==> src/rtl/bitfusion_pkg.sv <==
`default_nettype none
// ============================================================================
// Module   : bitfusion_pkg
// Brief    : Shared widths, encodings and types for the bitfusion PE column.
// Revision : 1.0
// ============================================================================
package bitfusion_pkg;

    localparam logic [2:0] BW_2 = 3'b001;
    localparam logic [2:0] BW_4 = 3'b010;
    localparam logic [2:0] BW_8 = 3'b100;

    localparam int IN_W  = 32;
    localparam int ACC_W = 40;
    localparam int OUT_W = 32;

    typedef enum logic {
        IDLE  = 1'b0,
        ACCUM = 1'b1
    } acc_state_t;

    typedef struct packed {
        logic                    sat;
        logic signed [OUT_W-1:0] data;
    } psum_entry_t;

endpackage
`default_nettype wire

==> src/rtl/psum_accumulator_if.sv <==
`default_nettype none
// ============================================================================
// Module   : psum_accumulator_if
// Brief    : Beat input and result output handshakes of the psum accumulator.
// Revision : 1.0
// ============================================================================
interface psum_accumulator_if #(
    parameter int IN_W  = bitfusion_pkg::IN_W,
    parameter int OUT_W = bitfusion_pkg::OUT_W
);
    import bitfusion_pkg::*;

    logic                    in_valid;
    logic                    in_ready;
    logic signed [IN_W-1:0]  shift_add_out;
    logic                    out_valid;
    logic                    out_ready;
    logic signed [OUT_W-1:0] out_data;
    logic                    out_sat;

    modport master (
        output in_valid, shift_add_out, out_ready,
        input  in_ready, out_valid, out_data, out_sat
    );

    modport slave (
        input  in_valid, shift_add_out, out_ready,
        output in_ready, out_valid, out_data, out_sat
    );

endinterface
`default_nettype wire

==> src/rtl/psum_out_fifo.sv <==
`default_nettype none
// ============================================================================
// Module   : psum_out_fifo
// Brief    : Two-entry in-order register FIFO of completed partial sums.
// Revision : 1.0
// ============================================================================
module psum_out_fifo
    import bitfusion_pkg::*;
(
    input  wire logic  clk,
    input  wire logic  nRST,
    input  wire logic  clear,
    input  wire logic  push,
    input  psum_entry_t push_entry,
    input  wire logic  pop,
    output psum_entry_t head,
    output logic       full,
    output logic       empty
);

    psum_entry_t r_mem [0:1];
    logic        r_wr_ptr;
    logic        r_rd_ptr;
    logic [1:0]  r_count;

    logic w_do_push;
    logic w_do_pop;

    assign full      = (r_count == 2'd2);
    assign empty     = (r_count == 2'd0);
    assign w_do_push = push && !full;
    assign w_do_pop  = pop && !empty;
    assign head      = r_mem[r_rd_ptr];

    always_ff @(posedge clk or negedge nRST) begin
        if (!nRST) begin
            r_mem[0] <= '0;
            r_mem[1] <= '0;
            r_wr_ptr <= 1'b0;
            r_rd_ptr <= 1'b0;
            r_count  <= 2'd0;
        end else if (clear) begin
            r_wr_ptr <= 1'b0;
            r_rd_ptr <= 1'b0;
            r_count  <= 2'd0;
        end else begin
            if (w_do_push) begin
                r_mem[r_wr_ptr] <= push_entry;
                r_wr_ptr        <= ~r_wr_ptr;
            end
            if (w_do_pop) begin
                r_rd_ptr <= ~r_rd_ptr;
            end
            // Simultaneous push and pop leave the occupancy unchanged.
            case ({w_do_push, w_do_pop})
                2'b10:   r_count <= r_count + 2'd1;
                2'b01:   r_count <= r_count - 2'd1;
                default: r_count <= r_count;
            endcase
        end
    end

endmodule
`default_nettype wire

==> src/rtl/psum_accumulator.sv <==
`default_nettype none
// ============================================================================
// Module   : psum_accumulator
// Brief    : Groups shift_add beats into saturated partial sums, buffered out.
// Revision : 1.0
// ============================================================================
module psum_accumulator #(
    parameter int IN_W  = bitfusion_pkg::IN_W,
    parameter int ACC_W = bitfusion_pkg::ACC_W,
    parameter int OUT_W = bitfusion_pkg::OUT_W,
    parameter int LEN_W = 16
) (
    input  wire logic             clk,
    input  wire logic             nRST,
    input  wire logic             clear,
    input  wire logic [LEN_W-1:0] cfg_len,
    output logic                  group_active,
    psum_accumulator_if.slave     bus
);
    import bitfusion_pkg::*;

    localparam logic signed [ACC_W-1:0] c_sat_max =
        {{(ACC_W-OUT_W+1){1'b0}}, {(OUT_W-1){1'b1}}};
    localparam logic signed [ACC_W-1:0] c_sat_min =
        {{(ACC_W-OUT_W+1){1'b1}}, {(OUT_W-1){1'b0}}};

    acc_state_t               r_state;
    logic signed [ACC_W-1:0]  r_acc;
    logic [LEN_W-1:0]         r_count;
    logic [LEN_W-1:0]         r_len_q;
    logic                     r_group_active;

    logic                     w_full;
    logic                     w_empty;
    psum_entry_t              w_head;
    psum_entry_t              w_push_entry;
    logic                     w_beat;
    logic                     w_last;
    logic                     w_push;
    logic [LEN_W-1:0]         w_len_eff;
    logic signed [ACC_W-1:0]  w_in_ext;
    logic signed [ACC_W-1:0]  w_sum;

    assign bus.in_ready  = !w_full;
    assign bus.out_valid = !w_empty;
    assign bus.out_data  = w_head.data;
    assign bus.out_sat   = w_head.sat;
    assign group_active  = r_group_active;

    assign w_beat    = bus.in_valid && !w_full && !clear;
    assign w_len_eff = (cfg_len == '0) ? LEN_W'(1) : cfg_len;
    assign w_in_ext  = {{(ACC_W-IN_W){bus.shift_add_out[IN_W-1]}}, bus.shift_add_out};
    // r_acc is zero whenever the FSM is in IDLE, so one adder serves both states.
    assign w_sum     = r_acc + w_in_ext;

    always_comb begin
        w_last = 1'b0;
        case (r_state)
            IDLE:    w_last = (w_len_eff == LEN_W'(1));
            ACCUM:   w_last = ((r_count + LEN_W'(1)) == r_len_q);
            default: w_last = 1'b0;
        endcase
    end

    assign w_push = w_beat && w_last;

    always_comb begin
        w_push_entry = '0;
        if (w_sum > c_sat_max) begin
            w_push_entry.sat  = 1'b1;
            w_push_entry.data = {1'b0, {(OUT_W-1){1'b1}}};
        end else if (w_sum < c_sat_min) begin
            w_push_entry.sat  = 1'b1;
            w_push_entry.data = {1'b1, {(OUT_W-1){1'b0}}};
        end else begin
            w_push_entry.sat  = 1'b0;
            w_push_entry.data = w_sum[OUT_W-1:0];
        end
    end

    always_ff @(posedge clk or negedge nRST) begin
        if (!nRST) begin
            r_state        <= IDLE;
            r_acc          <= '0;
            r_count        <= '0;
            r_len_q        <= '0;
            r_group_active <= 1'b0;
        end else if (clear) begin
            r_state        <= IDLE;
            r_acc          <= '0;
            r_count        <= '0;
            r_group_active <= 1'b0;
        end else if (w_beat) begin
            case (r_state)
                IDLE: begin
                    r_len_q <= w_len_eff;
                    if (!w_last) begin
                        r_acc          <= w_sum;
                        r_count        <= LEN_W'(1);
                        r_state        <= ACCUM;
                        r_group_active <= 1'b1;
                    end
                end
                ACCUM: begin
                    if (w_last) begin
                        r_acc          <= '0;
                        r_count        <= '0;
                        r_state        <= IDLE;
                        r_group_active <= 1'b0;
                    end else begin
                        r_acc   <= w_sum;
                        r_count <= r_count + LEN_W'(1);
                    end
                end
                default: r_state <= IDLE;
            endcase
        end
    end

    psum_out_fifo u_fifo (
        .clk        (clk),
        .nRST       (nRST),
        .clear      (clear),
        .push       (w_push),
        .push_entry (w_push_entry),
        .pop        (bus.out_ready),
        .head       (w_head),
        .full       (w_full),
        .empty      (w_empty)
    );

endmodule
`default_nettype wire
==> src/flat_wrapper.sv <==
// flat-port wrapper written by rule: the top's interface ports become plain ports
module psum_accumulator_flat import bitfusion_pkg::*;
#(
    parameter int IN_W  = bitfusion_pkg::IN_W,
    parameter int ACC_W = bitfusion_pkg::ACC_W,
    parameter int OUT_W = bitfusion_pkg::OUT_W,
    parameter int LEN_W = 16
)
  (clk, nRST, clear, cfg_len, group_active, bus_in_valid, bus_shift_add_out, bus_out_ready, bus_in_ready, bus_out_valid, bus_out_data, bus_out_sat);
  psum_accumulator_if #(.IN_W(IN_W), .OUT_W(OUT_W)) bus_i ();
  input  wire logic clk;
  input  wire logic nRST;
  input  wire logic clear;
  input  wire logic [LEN_W-1:0] cfg_len;
  output logic group_active;
  input wire logic [$bits(bus_i.in_valid)-1:0] bus_in_valid;
  input wire logic [$bits(bus_i.shift_add_out)-1:0] bus_shift_add_out;
  input wire logic [$bits(bus_i.out_ready)-1:0] bus_out_ready;
  output wire logic [$bits(bus_i.in_ready)-1:0] bus_in_ready;
  output wire logic [$bits(bus_i.out_valid)-1:0] bus_out_valid;
  output wire logic [$bits(bus_i.out_data)-1:0] bus_out_data;
  output wire logic [$bits(bus_i.out_sat)-1:0] bus_out_sat;
  assign bus_i.in_valid = bus_in_valid;
  assign bus_i.shift_add_out = bus_shift_add_out;
  assign bus_i.out_ready = bus_out_ready;
  assign bus_in_ready = bus_i.in_ready;
  assign bus_out_valid = bus_i.out_valid;
  assign bus_out_data = bus_i.out_data;
  assign bus_out_sat = bus_i.out_sat;
  psum_accumulator #(.IN_W(IN_W), .ACC_W(ACC_W), .OUT_W(OUT_W), .LEN_W(LEN_W)) u_core (.clk(clk), .nRST(nRST), .clear(clear), .cfg_len(cfg_len), .group_active(group_active), .bus(bus_i));
endmodule
==> config.mk <==
export PLATFORM = sky130hd
export DESIGN_NAME = psum_accumulator_flat
export DESIGN_NICKNAME = d
export VERILOG_FILES = /design/src/rtl/bitfusion_pkg.sv /design/src/rtl/psum_accumulator_if.sv /design/src/rtl/psum_out_fifo.sv /design/src/rtl/psum_accumulator.sv /design/src/flat_wrapper.sv
export SDC_FILE = /design/constraint.sdc
export NUM_CORES = 1
export LEC_CHECK = 0
export BUFFER_PORTS_ARGS = -buffer_cell sky130_fd_sc_hd__buf_2
export CORE_AREA = 2 2 180 182
export CTS_BUF_LIST = sky130_fd_sc_hd__clkbuf_8
export DETAILED_ROUTE_END_ITERATION = 16
export DIE_AREA = 0 0 182 184
export MAX_ROUTING_LAYER = met4
export PLACE_DENSITY = 0.53
export SYNTH_ARGS = -nofsm -noshare
export SYNTH_HDL_FRONTEND = slang
export SYNTH_HIERARCHICAL = 1
export SYNTH_SLANG_ARGS = --single-unit
export TNS_END_PERCENT = 10
==> constraint.sdc <==
create_clock -name clk -period 3.9 [get_ports clk]
set_clock_uncertainty 0.05 [all_clocks]
set_input_delay 0.78 -clock clk [delete_from_list [all_inputs] [get_ports clk]]
set_output_delay 0.78 -clock clk [all_outputs]
set_load 0.02 [all_outputs]
# [Word level (Yosys, flattened, before mapping)]
# Index checks and enable logic that the tools add are counted.
# Widths: inputs -> output; s select.
[classes] order_cmp=5 addsub=4 n_eq_ne=7 n_mux=34 bitwise=6 reduce_logical=19
[ops] op="$mux 33" n=6
[ops] op="$mux 40" n=4
[ops] op="$mux 16" n=5
[ops] op="$pmux 40 s2" n=1
[ops] op="$bwmux 66" n=1
[ops] op="$add 40x32->40" n=1
[ops] op="$gt 40x32->1 const B" n=1
[ops] op="$lt 40x32->1 const B" n=1
[ops] op="$demux 33 s1" n=1
[ops] op="$pmux 16 s2" n=1
[ops] op="$add 16x1->16 const B" n=1
[ops] op="$eq 16x1->1 const B" n=1
[ops] op="$eq 16x16->1" n=1
[ops] op="$logic_not 16->1" n=1
[ops] op="$mux 1" n=11
[ops] op="$logic_and 1x1->1" n=6
[ops] op="$ne 3x3->1 const B" n=2
[ops] op="$reduce_and 3->1" n=2
[ops] op="$reduce_bool 2->1" n=3
[ops] op="$eq 2x2->1 const B" n=2
[ops] op="$ge 2x2->1 const B" n=2
[ops] op="$not 1->1" n=4
[ops] op="$not 1->2" n=2
[ops] op="$pmux 1 s2" n=2
[ops] op="other kinds (10)" n=13
[totals] elab_cells=87 register_bits=144 inputBits=53 out_inout_bits=36

# [Depth between registers and ports, before layout]
[logic_depth] depth_word=9 depth_mapped=15 mapped_depth_nobuf=13

# [Modules after synthesis]
# The synthesis kept the hierarchy.
[modules_own_cells] module="psum_accumulator" cells_each=808 n_inst=1 seq_area_each_um2=1851.8 area_each_um2=6482.5
[modules_own_cells] module="psum_out_fifo" cells_each=200 n_inst=1 seq_area_each_um2=1751.7 area_each_um2=3174.3

# [Worst setup path before layout]
# Ideal clock, no wire load.
[synth_path] path_type="register to register" start="register u_core.r_count[1]" end="register u_core/u_fifo/r_mem[10] in the netlist's numbering" path_stages_with_launch=16 path_buffers=3 t_arrival_ps=4084 setup_ps=125 required_time_ps=3725 period_less_slack_ps=4259 path_slack_ps=-359 cell_sequence="dfrtp_1 ha_1 and3_1 buf_6 nand3_2 xnor2_1 or4_1 or4_4 a2111oi_4 nor2_1 nor3_1 inv_1 or4b_1 buf_2 buf_6 mux2_4"
[synth_between] elab_chain_len=6
[synth_rtl] item="from (decl)" line_no="psum_accumulator.sv:29" text="logic [LEN_W-1:0] r_count;"
[synth_rtl] item="from (signal assigned)" line_no="psum_accumulator.sv:112" text="r_count <= r_count + LEN_W'(1);"
[synth_rtl] item="$add 16x1->16" line_no="psum_accumulator.sv:60" text="ACCUM: w_last = ((r_count + LEN_W'(1)) == r_len_q);"
[synth_rtl] item="$eq 16x16->1" line_no="psum_accumulator.sv:60"
[synth_rtl] item="$pmux 1 s2" line_no="psum_accumulator.sv:58" text="case (r_state)"
[synth_rtl] item="$logic_and 1x1->1" line_no="psum_accumulator.sv:65" text="assign w_push = w_beat && w_last;"
[synth_rtl] item="net u_core.w_push" line_no="psum_accumulator.sv:39" text="logic w_push;"
[synth_rtl] item="$logic_and 1x1->1" line_no="psum_out_fifo.sv:31" text="assign w_do_push = push && !full;"
[synth_rtl] item="$reduce_and 2->1 (no line)"
[synth_rtl] item="to (signal, indexed assignment)" line_no="psum_out_fifo.sv:48" text="r_mem[r_wr_ptr] <= push_entry;"
[synth_rtl] item="to (decl)" line_no="psum_out_fifo.sv:21" text="psum_entry_t r_mem [0:1];"
# The timed path passes the listed nets, and every way through them passes these cells.
# A chain may end at the register's enable or synchronous reset.

# [Worst setup path in the final report]
[layout_path] start="register u_core.r_count[0]" end="register u_core/u_fifo/r_mem[9] in the netlist's numbering"
# Same word-level chain as after synthesis.

==> results.toml <==
[run_status]
status = "complete, but fails checks"
violations = "setup timing"

[synthesis]
synth_fp_nets = 1102
synth-edff-count = 0
yosys_warnings = 6
yosysUniqueCellTypes = 82
ys.flop_type = "dfrtp_1"
syn_avg_cell_area_um2 = 9.580
synth_seq_area_share_pct = 37.32
async_flop_share_pct = 100.0
syn_area_mm2 = 0.009657
synth-seq-cells = 144
netlist_instances = 1008

[setup_path]
path_buf_inv = 3
cp_data_required_time_ps = 4220
worstSetupStartpointType = "register"
path_delay_family = "simple AND/OR/NAND/NOR gates"
endpoint_kind = "register"
slowest_delay_ps = 590
worstSetupPathType = "register to register"
path_cells = "buf_6, and4_4, nand2_2, xnor2_1, or4_4, or4_4, a2111oi_4, nor2_2, nor3_2, inv_1, or4b_4, buf_12, mux2_4"
crit_top_cell = "or4_4"
critical_path.max_fanout = 12
cp_slowest_cell = "or4b_4"
arrival_ps = 4410

[global_routing]
antenna_found_initial = 1
groute.usage.overall_pct = 18.94
gr-total-overflow = 0
grt_max_degree = 65
first_global_vias = 8678
grt_pass1_wl_um = 48040

[clocking]
cts_buffer_depth = 2
ctsHoldBuffers = 0
numCtsBuffers = 17
cts_root_buf = "clkbuf_8"
htree_levels = 4
clkSinkCount = 144
clock_latency_ps = 480
cts_tree = "built"
path_clk_slew_ps = 90

[floorplanning]
die_w_um = 182
ios = 89
core_area_mm2 = 0.03139
dieHeight_um = 184
rows = 65
start_util_pct = 30.76
die-area_mm2 = 0.03349

[final_layout]
drive_above_1_share_pct = 37.36
synthToLayoutAreaGrowth_pct = 31.76
final_cells = 1685
nNetsFinal = 1363
fin_util_pct = 40.53

[timing]
hold_viol = 0
max_freq_mhz = 244.3
finalSetupTns_ps = -7281
hold_ws_ps = 229.9
rsz0062_at_grt = "yes"
report.final.setup_viol = 67
setup_slack_ps = -192.9
fin_crit_ps = 4093
maxSlewViolCount = 0
fin_crit_sh_pct = 104.9
tightest_slew_ps = 635.0
slew_headroom_pct = 57.66

[placed_design]
hpwl_um = 22020
place.gp.congestion = 0.9158
dp.cells = 1638
io_buffer_count = 88

[pwr]
powerDensity_mw_per_mm2 = 401.8
p_leak_nw = 6.191
peakVddDrop_uv = 237.9
p_total_mw = 5.112

[drt]
wl_um = 30110
wl_per_cell_um = 17.87
drc = 0
dr_wl_met3_um = 763
wl_met1_um = 14680
first_iter_violations = 461
dr.pass1.iters = 4
viasPerCell = 5.045
dr_total_vias = 8500
wl_met2_um = 14140
postRouteAntennaNets = 0
dr.max_layer_used = "met4"

[hold_path]
min_path_type = "primary input to async pin"

[run]
maxCapViolations = 0
## cell usage in the layout (no fill, tap or decap), types with 19 or more instances in the layout
master and n:
mux2_2 37, a21oi_1 64, clkbuf_8 19, o21ai_0 72
nand2_1 105, dfrtp_1 144, inv_1 36, nor2_1 68
mux2_4 63, buf_4 197, a22o_1 21, xnor2_1 28
o22ai_1 21, xor2_1 26, buf_2 87, ha_1 39
## where the power goes
part / switching [mW] / internal (mW)
Clock: 0.640 / 0.732
Combinational: 1.15 / 0.926
Sequential: 0.0788 / 1.59
Total: 1.86 / 3.25
## logic make-up (layout without fill, tap and decap cells)
kind of cell,count (synthesis),after routing,synth area share (%)
AOI/OAI and AO/OA,280,280,19.45
xor gates and xnor gates,56,56,5.079
adders and majority gates,41,41,5.390
buffers and inverters,93,367,4.677
DFF,144,144,37.32
muxes,103,103,13.14
other,0,1,0
and+or+nand+nor,291,291,14.95
## synth_stat cells (4+ instances only)
| master | n | share of area (%) |
|---|---|---|
| o21a_1 | 11 | 0.86 |
| or4_1 | 4 | 0.31 |
| mux2_4 | 30 | 4.7 |
| a31oi_1 | 5 | 0.32 |
| o211ai_1 | 4 | 0.31 |
| nand4_1 | 16 | 1.0 |
| o22ai_1 | 22 | 1.4 |
| a21o_1 | 11 | 0.86 |
| nor3_1 | 16 | 0.83 |
| and3_1 | 4 | 0.26 |
| nand2b_4 | 4 | 0.57 |
| ha_1 | 40 | 5.2 |
| buf_2 | 13 | 0.67 |
| a22o_1 | 21 | 1.9 |
| xnor2_1 | 30 | 2.7 |
| o31ai_1 | 11 | 0.86 |
| nand2_1 | 106 | 4.1 |
| inv_1 | 35 | 1.4 |
| or2_2 | 5 | 0.32 |
| o41ai_1 | 5 | 0.45 |
| or3_1 | 6 | 0.39 |
| o21ai_0 | 73 | 3.8 |
| clkbuf_1 | 30 | 1.2 |
| mux2_2 | 70 | 8.2 |
| nor2b_1 | 9 | 0.58 |
| nand3_1 | 17 | 0.88 |
| a211oi_1 | 8 | 0.62 |
| o2111ai_1 | 4 | 0.36 |
| dfrtp_1 | 144 | 37 |
| buf_6 | 7 | 0.82 |
| o21bai_1 | 7 | 0.54 |
| xor2_1 | 26 | 2.4 |
| a21oi_1 | 64 | 3.3 |
| nor2_1 | 70 | 2.7 |
| nor4_1 | 7 | 0.45 |
## layer usage
| layer | up-vias | track usage (%) |
|---|---|---|
| met5 | - | - |
| met4 | 0 | 5.581 |
| met3 | 32 | 2.971 |
| met2 | 117 | 30.27 |
| met1 | 4154 | 24.84 |
| li1 | 4197 | - |
## final timing paths
check	cells after the start	startpoint	to	slack, ps
min	1	nRST	u_core/u_fifo/r_mem[6]	230
max reg2reg	13	u_core/r_count[0]	u_core/u_fifo/r_mem[9]	-190
max in group asynchronous	2	nRST	u_core/r_acc[18]	2810
max	13	u_core/r_count[0]	u_core/u_fifo/r_mem[9]	-190
min reg2reg	2	u_core/r_acc[12]	u_core/r_acc[12]	440
min in group clk	2	u_core/r_acc[12]	u_core/r_acc[12]	440
## state kept, by name (all words and copies together) (netlist names)
name                    flops
u_core/group_active         1
u_core/r_count             16
u_core/r_state              1
u_core/r_acc               40
u_core/u_fifo/r_wr_ptr      1
u_core/u_fifo/r_rd_ptr      1
u_core/u_fifo/r_mem        66
u_core/r_len_q             16
u_core/u_fifo/r_count       2
## what timing repair did
item                       4_1_cts  5_1_grt
pin swaps                       13        9
setup endpoints to repair       66       67
setup buffers                   11        1
cloned                           4        0
resized for setup               35       27
## layout make-up
type / instances / area, um^2
clock inverter: 13 / 183.9
multi-input combinational: 771 / 5837
timing repair buffer: 300 / 2201
antenna: 1 / 2.502
sequential: 144 / 3603
tap: 402 / 503.0
fill: 3135 / 18670
clock buffer: 19 / 261.5
inverter: 35 / 131.4
## through the flow
step	worst slack, ps	cell area [um^2]
floorplan	-236.8	9687
global placement	-518.6	11900
detailed placement	-560.4	11900
CTS	-149.2	12650
global route	-291.8	12720
finish	-192.9	12720
Power figures use the tool's default switching activity.
